`config.mk`:
```
export PLATFORM = sky130hd
export DESIGN_NAME = ila_refine_seq
export DESIGN_NICKNAME = d
export VERILOG_FILES = /design/src/rtl/ila_refine_seq.sv
export SDC_FILE = /design/constraint.sdc
export NUM_CORES = 1
export LEC_CHECK = 0
export BUFFER_PORTS_ARGS = -buffer_cell sky130_fd_sc_hd__buf_4
export CORE_ASPECT_RATIO = 1.25
export CORE_MARGIN = 10
export CORE_UTILIZATION = 44
export CTS_CLUSTER_SIZE = 20
export DETAILED_ROUTE_END_ITERATION = 10
export PLACE_DENSITY_LB_ADDON = 0.12
export RECOVER_POWER = 100
export SLEW_MARGIN = 20
export SYNTH_ARGS = -nofsm -noshare
export SYNTH_HDL_FRONTEND = slang
export SYNTH_SLANG_ARGS = --single-unit
export TNS_END_PERCENT = 10
```
`constraint.sdc`:
```
create_clock -name clk -period 1.96 [get_ports clk]
set_input_delay 0.392 -clock clk [delete_from_list [all_inputs] [get_ports clk]]
set_output_delay 0.392 -clock clk [all_outputs]
set_load 0.05 [all_outputs]
```
`src/rtl/ila_refine_seq.sv`:
```
// ila_refine_seq: sequences chained instruction check windows, latches mapping mismatches and captures I/O commit data
module ila_refine_seq #(
    parameter int NUM_MAP   = 17,
    parameter int NUM_INSTR = 1,
    parameter int CNT_W     = 4,
    parameter int END_CYC   = 1,
    parameter int END2_CYC  = 2,
    parameter int MAX_CYC   = 6,
    parameter int NCH       = 1,
    parameter int DW        = 9
) (
    input  logic                 clk,
    input  logic                 rst,
    input  logic                 issue_i,
    input  logic [NUM_MAP-1:0]   map_eq_i,
    input  logic [NUM_MAP-1:0]   map_en_i,
    input  logic [NCH-1:0]       chan_valid_i,
    input  logic [NCH*DW-1:0]    chan_data_i,
    output logic                 start_o,
    output logic                 started_o,
    output logic [CNT_W-1:0]     cycle_cnt_o,
    output logic [2:0]           instr_idx_o,
    output logic                 iend_o,
    output logic                 compare_o,
    output logic                 ended_o,
    output logic                 ended2_o,
    output logic [NUM_MAP-1:0]   mismatch_vec_o,
    output logic                 pass_o,
    output logic [NCH*DW-1:0]    commit_data_o,
    output logic [NCH-1:0]       commit_valid_o,
    output logic [NCH-1:0]       toggle_valid_o
);

    if (END2_CYC <= END_CYC) begin : g_bad_end2
        $error("ila_refine_seq: END2_CYC must exceed END_CYC");
    end
    if (MAX_CYC >= (1 << CNT_W)) begin : g_bad_max
        $error("ila_refine_seq: MAX_CYC must fit in CNT_W bits");
    end
    if (NUM_INSTR > 8 || NUM_INSTR < 1) begin : g_bad_instr
        $error("ila_refine_seq: NUM_INSTR must be 1..8");
    end

    logic           win_end;
    logic           last_win;
    logic           chain;
    logic [NCH-1:0] prev_valid;
    logic [NCH-1:0] rise;

    assign last_win  = instr_idx_o == 3'(NUM_INSTR - 1);
    assign win_end   = started_o & (cycle_cnt_o == CNT_W'(END_CYC)) & ~ended_o;
    assign chain     = win_end & ~last_win;
    assign iend_o    = win_end & last_win;
    assign compare_o = iend_o | ended_o;
    assign pass_o    = ended_o & ~|mismatch_vec_o;
    assign rise      = chan_valid_i & ~prev_valid;

    // one-shot start on the first issue, then a sticky running flag
    always_ff @(posedge clk or negedge rst) begin
        if (!rst) begin
            start_o   <= 1'b0;
            started_o <= 1'b0;
        end else begin
            start_o   <= issue_i & ~start_o & ~started_o;
            started_o <= started_o | start_o;
        end
    end

    // cycle counter with per-window reload (reload beats saturation) and window index
    always_ff @(posedge clk or negedge rst) begin
        if (!rst) begin
            cycle_cnt_o <= '0;
            instr_idx_o <= '0;
        end else if (chain) begin
            cycle_cnt_o <= '0;
            instr_idx_o <= instr_idx_o + 3'd1;
        end else if ((start_o | started_o) && cycle_cnt_o < CNT_W'(MAX_CYC)) begin
            cycle_cnt_o <= cycle_cnt_o + 1'b1;
        end
    end

    // sticky end flags and mismatch accumulation sampled only at window ends
    always_ff @(posedge clk or negedge rst) begin
        if (!rst) begin
            ended_o        <= 1'b0;
            ended2_o       <= 1'b0;
            mismatch_vec_o <= '0;
        end else begin
            ended_o        <= ended_o | iend_o;
            ended2_o       <= ended2_o | (ended_o & started_o & (cycle_cnt_o == CNT_W'(END2_CYC)));
            mismatch_vec_o <= mismatch_vec_o | (win_end ? (map_en_i & ~map_eq_i) : '0);
        end
    end

    // per-channel capture on valid rising edges plus the alternating toggle register
    always_ff @(posedge clk or negedge rst) begin
        if (!rst) begin
            prev_valid     <= '0;
            commit_data_o  <= '0;
            commit_valid_o <= '0;
            toggle_valid_o <= '0;
        end else begin
            prev_valid     <= chan_valid_i;
            commit_valid_o <= commit_valid_o | rise;
            toggle_valid_o <= ~toggle_valid_o & chan_valid_i;
            for (int k = 0; k < NCH; k++)
                if (rise[k]) commit_data_o[k*DW +: DW] <= chan_data_i[k*DW +: DW];
        end
    end

endmodule

```
==> results <==
- The sequential area share after synthesis is 59.7%.
- The total number of yosys warnings is 0.
- The hold violation total from the final report came to 0.
- The first global-routing pass estimated 7060 µm of wire.
- The library cell occupying the most area in the post-synthesis netlist is sky130_fd_sc_hd__dfrtp_1.
- The pin count of the biggest net entering global routing is between 40 and 50.
- From bottom edge to top edge, the die measures approximately 89 µm.
- The leakage power of the design is approximately 1.4 nW.
- Across the run, the number of max-cap violations was 0.
- After the flow finishes, the layout carries non-filler instances totaling roughly 280.
- The die outline area is roughly 6700 µm².
- The synthesized-area fraction occupied by ao, oa, aoi and oai cells is about an eighth.
- The buffer levels on the longest clock path is 2.
- At the placement stage, the worst setup path has a slack of approximately 0.2 ns.
- The synthesized area divided by synthesized cell count is roughly 12 µm².
- The number of nets in the layout is ~290.
- The maximum operating frequency is just over 500 MHz.
- The placer congestion estimate is around 0.76.
- The pre-antenna-repair detailed-routing pass consisted of 4 iterations.
- The placed wire-length estimate after detailed placement is around 3700 µm.
- During placement, the flow inserted port buffers numbering 88.
- The share of synthesized area in the top cell type comes to approximately three fifths.
- The effective utilization at floorplan is 45.0%.
- The final critical path takes up 100% of the cycle.
- The finished cells cover 2580 µm².
- STA puts the critical path data arrival time at about 1.6 ns.
- The flow ran to the end, but the final reports show violations.
- For the final routed database, the setup TNS stands at -0.00352 ns.
- The worst register-to-register path has a setup slack of ~0.18 ns.
- The maximum net fanout on the critical path is 2.
- The instance area after placement is 2410 µm².
- On the worst path, the slowest cell contributes a delay of 0.43 ns.
- The worst-margin pin slew is 0.951 ns.
- The required time of the worst setup path is 1.57 ns.
- The sort of element at the end of the critical path is an output port.
- The clock-pin slew on the worst setup and hold paths is 0.07 ns.
- VDD sags by at most 0.000799 V.
- The critical path launch point type is a register.
- The row count is 25.
- The share of synthesized cell area in and, or, nand and nor gates is between 9 and 10%.
- The via count of the first global-routing pass is 1,477.
- The post-synthesis instance total is between 100 and 150.
- The final routed wire length divided by cell count is ~17 µm.
- Traced cell by cell, the critical path runs through ha_4, nor2b_4, and3_4, or2_4, buf_8.
- In this run, the number of DRC markers left after iteration 0 of detailed routing was 20.
- The final critical delay including setup and external delays is ~2 ns.
- Once detail routing completed, the nets flagged for antenna violations numbered 0.
- The CTS tree is yes.
- The initial antenna violation count is 0.
- The number of vias in the routed layout is between 1,000 and 1,500.
- The detailed-route vias per instance is between 5 and 6.
- The post-route DRC violation count is 0.
- The worst min-delay path class is primary input to asynchronous set/reset pin.
- Ranked by total cell area, the synthesized netlist is headed by sky130_fd_sc_hd__dfrtp_1 (60%), sky130_fd_sc_hd__a31o_2 (9.4%), sky130_fd_sc_hd__mux2_2 (6.7%).
- The worst register-to-register path has a depth of 3.
- Clock latency on the worst-skew pair, taken at its later pin, is 0.28 ns.
- Summing every instance area after synthesis gives approximately 1700 µm².
- The reg-to-reg startpoint is cycle_cnt_o[3].
- The repair_antennas step left the layout with diodes totalling 0.
- Setup violations remaining at the end of the flow were counted as 1.
- The xor/xnor share of the synthesized area is less than 1%.
- The library cell contributing the largest single delay on the critical path is sky130_fd_sc_hd__dfrtp_2.
- The setup slack after layout is -0.00352 ns.
- The power density over the cells is 1310 nW/µm².
- The fraction of synthesized area in multiplexers is between 7 and 8%.
- Relative to the synthesized area, the layout overhead comes to 54.0%.
- For the final database, setup skew stands at 0.00373 ns.
- Together, buffers and inverters on the worst path number 1.
- Headroom to the max-slew limit came out at ~37%.
- 89 I/O pins were placed.
- The number of unique standard cell types used by synthesis is 27.
- The placeable core region is 3720 µm².
- The library cell used as clock root buffer is sky130_fd_sc_hd__clkbuf_8.
- The filler cells instantiated in the layout total about 290.
- The tree built by TritonCTS fans out to 40 sinks.
- Summed over all layers, the routed wires come to 4640 µm.
- The combinational family with the most area after synthesis is compound AO/OA/AOI/OAI gates.
- For this run, the share of the core covered by cells in the final layout is 69.3%.
- The H-tree depth is 2.
- Counting tap cells, the placed design contains a total of 264 instances.
- Total power for the finished layout comes to about 3.4 mW.
- The floorplan step set the die width to 75.2 µm.
- Summing the areas of all fa, ha and maj instances in the mapped netlist gives 3.73% of the synthesized area.
- The worst hold margin is about 0.24 ns.
- Counting flops and latches in the post-synthesis netlist gives 40.
- The post-synthesis net count is 189.
- The checks that failed: setup timing.
- The endpoint identified for the worst register-to-register timing path is instr_idx_o[1].
- Cells with a size suffix above 1 make up around 62% of the layout.
- The CTS buffer count is 5.
- Setup repair after global routing could not meet its margin everywhere.
- The kind of cell with the highest combined delay along the critical path is simple AND/OR/NAND/NOR gates.
- The total congestion overflow is 0.
- The max-slew violation count is 0.
- Global routing used ~14% of the available tracks.
- By startpoint and endpoint, the worst setup path is classified as register to output port.
-- what timing repair did --
action                     in CTS  in global routing
setup buffers                   4                  2
pin swaps                       0                  4
setup endpoints to repair       2                  3
hold buffers                    0                  0
gates resized for setup         2                 12
-- where the power goes --
part           leakage [nW]  internal, mW  switching (mW)
Sequential            0.486          1.02           0.162
Combinational         0.820         0.602            1.03
Clock                0.0503         0.313           0.260
Total                  1.36          1.93            1.45
-- registers in the layout (all words and copies together), names as in the netlist --
signal,count
prev_valid,1
commit_data_o,9
start_o,1
ended2_o,1
commit_valid_o,1
toggle_valid_o,1
ended_o,1
mismatch_vec_o,17
instr_idx_o,3
cycle_cnt_o,4
started_o,1
-- final cells by class --
| type | count | area [µm²] | area share, % |
|---|---|---|---|
| well taps | 40 | 50.0 | 1.94 |
| inverters | 24 | 90.1 | 3.49 |
| flip-flops and latches | 40 | 1010 | 39.1 |
| repair buffers | 97 | 722 | 28.0 |
| multi-input cells | 69 | 614 | 23.8 |
| clock buffers | 7 | 96.3 | 3.73 |
-- layout by cell type, fill, tap and decap left out, drive strengths merged --
cell type and instances:
xnor2 1, nor2b 4, or4 1, or2 2, clkbuf 11, nand4 1, inv 24, nor2 6
and3 2, o211a 1, o21a 2, and2 2, or3 3, or3b 1, o21ai 2, a31o 18
mux2 11, nand2b 1, dfrtp 40, nor3b 1, ha 5, nor4b 1, nor4 2, buf 93
a21boi 1, o21bai 1
-- metal layers --
metal	share of wire, %	track usage [%]	vias up
li1	-	-	663
met1	34	13.7	662
met2	50	23.3	58
met3	15	7.78	4
met4	0.91	4.57	0
met5	0	0	-
-- worst max path at each step --
stage,endpoint,from,slack [ns],cells past startpoint
3_5_place_dp,instr_idx_o[1],cycle_cnt_o[3],0.20,3
6_report,compare_o,cycle_cnt_o[0],-0.004,5
4_1_cts,compare_o,instr_idx_o[0],-0.04,6
5_1_grt,compare_o,cycle_cnt_o[0],-0.05,5
3_3_place_gp,compare_o,instr_idx_o[0],0.23,6
2_1_floorplan,pass_o,mismatch_vec_o[3],-0.004,2
-- Yosys cell counts --
cell / instances
sky130_fd_sc_hd__a31o_2: 18
sky130_fd_sc_hd__xnor2_1: 1
sky130_fd_sc_hd__ha_1: 5
sky130_fd_sc_hd__nor2_1: 6
sky130_fd_sc_hd__buf_2: 2
sky130_fd_sc_hd__or4_1: 1
sky130_fd_sc_hd__or3_1: 3
sky130_fd_sc_hd__o21ai_0: 2
sky130_fd_sc_hd__a21boi_0: 1
sky130_fd_sc_hd__o211a_1: 1
sky130_fd_sc_hd__dfrtp_1: 40
sky130_fd_sc_hd__o21a_1: 2
sky130_fd_sc_hd__nor4_1: 2
sky130_fd_sc_hd__nand2b_1: 1
sky130_fd_sc_hd__inv_1: 24
sky130_fd_sc_hd__mux2_4: 1
sky130_fd_sc_hd__o21bai_1: 1
sky130_fd_sc_hd__mux2_2: 10
sky130_fd_sc_hd__and2_1: 2
sky130_fd_sc_hd__nor2b_1: 4
sky130_fd_sc_hd__nor3b_1: 1
sky130_fd_sc_hd__clkbuf_1: 2
sky130_fd_sc_hd__or2_2: 2
sky130_fd_sc_hd__or3b_1: 1
sky130_fd_sc_hd__and3_1: 2
sky130_fd_sc_hd__nor4b_1: 1
sky130_fd_sc_hd__nand4_1: 1
-- logic make-up after synthesis --
logic type                 Yosys count
adders and majority gates            5
DFF                                 40
xor gates and xnor gates             1
buffers and inverters               28
muxes                               11
AOI/OAI and AO/OA                   25
and+or+nand+nor                     27
-- worst register-to-register path, delay by kind of cell, from the launching register on --
| kind | cells | cell delay (ns) |
|---|---|---|
| and+or+nand+nor | 2 | 0.90 |
| DFF | 1 | 0.42 |
| muxes | 1 | 0.34 |
Power figures use the tool's default switching activity.
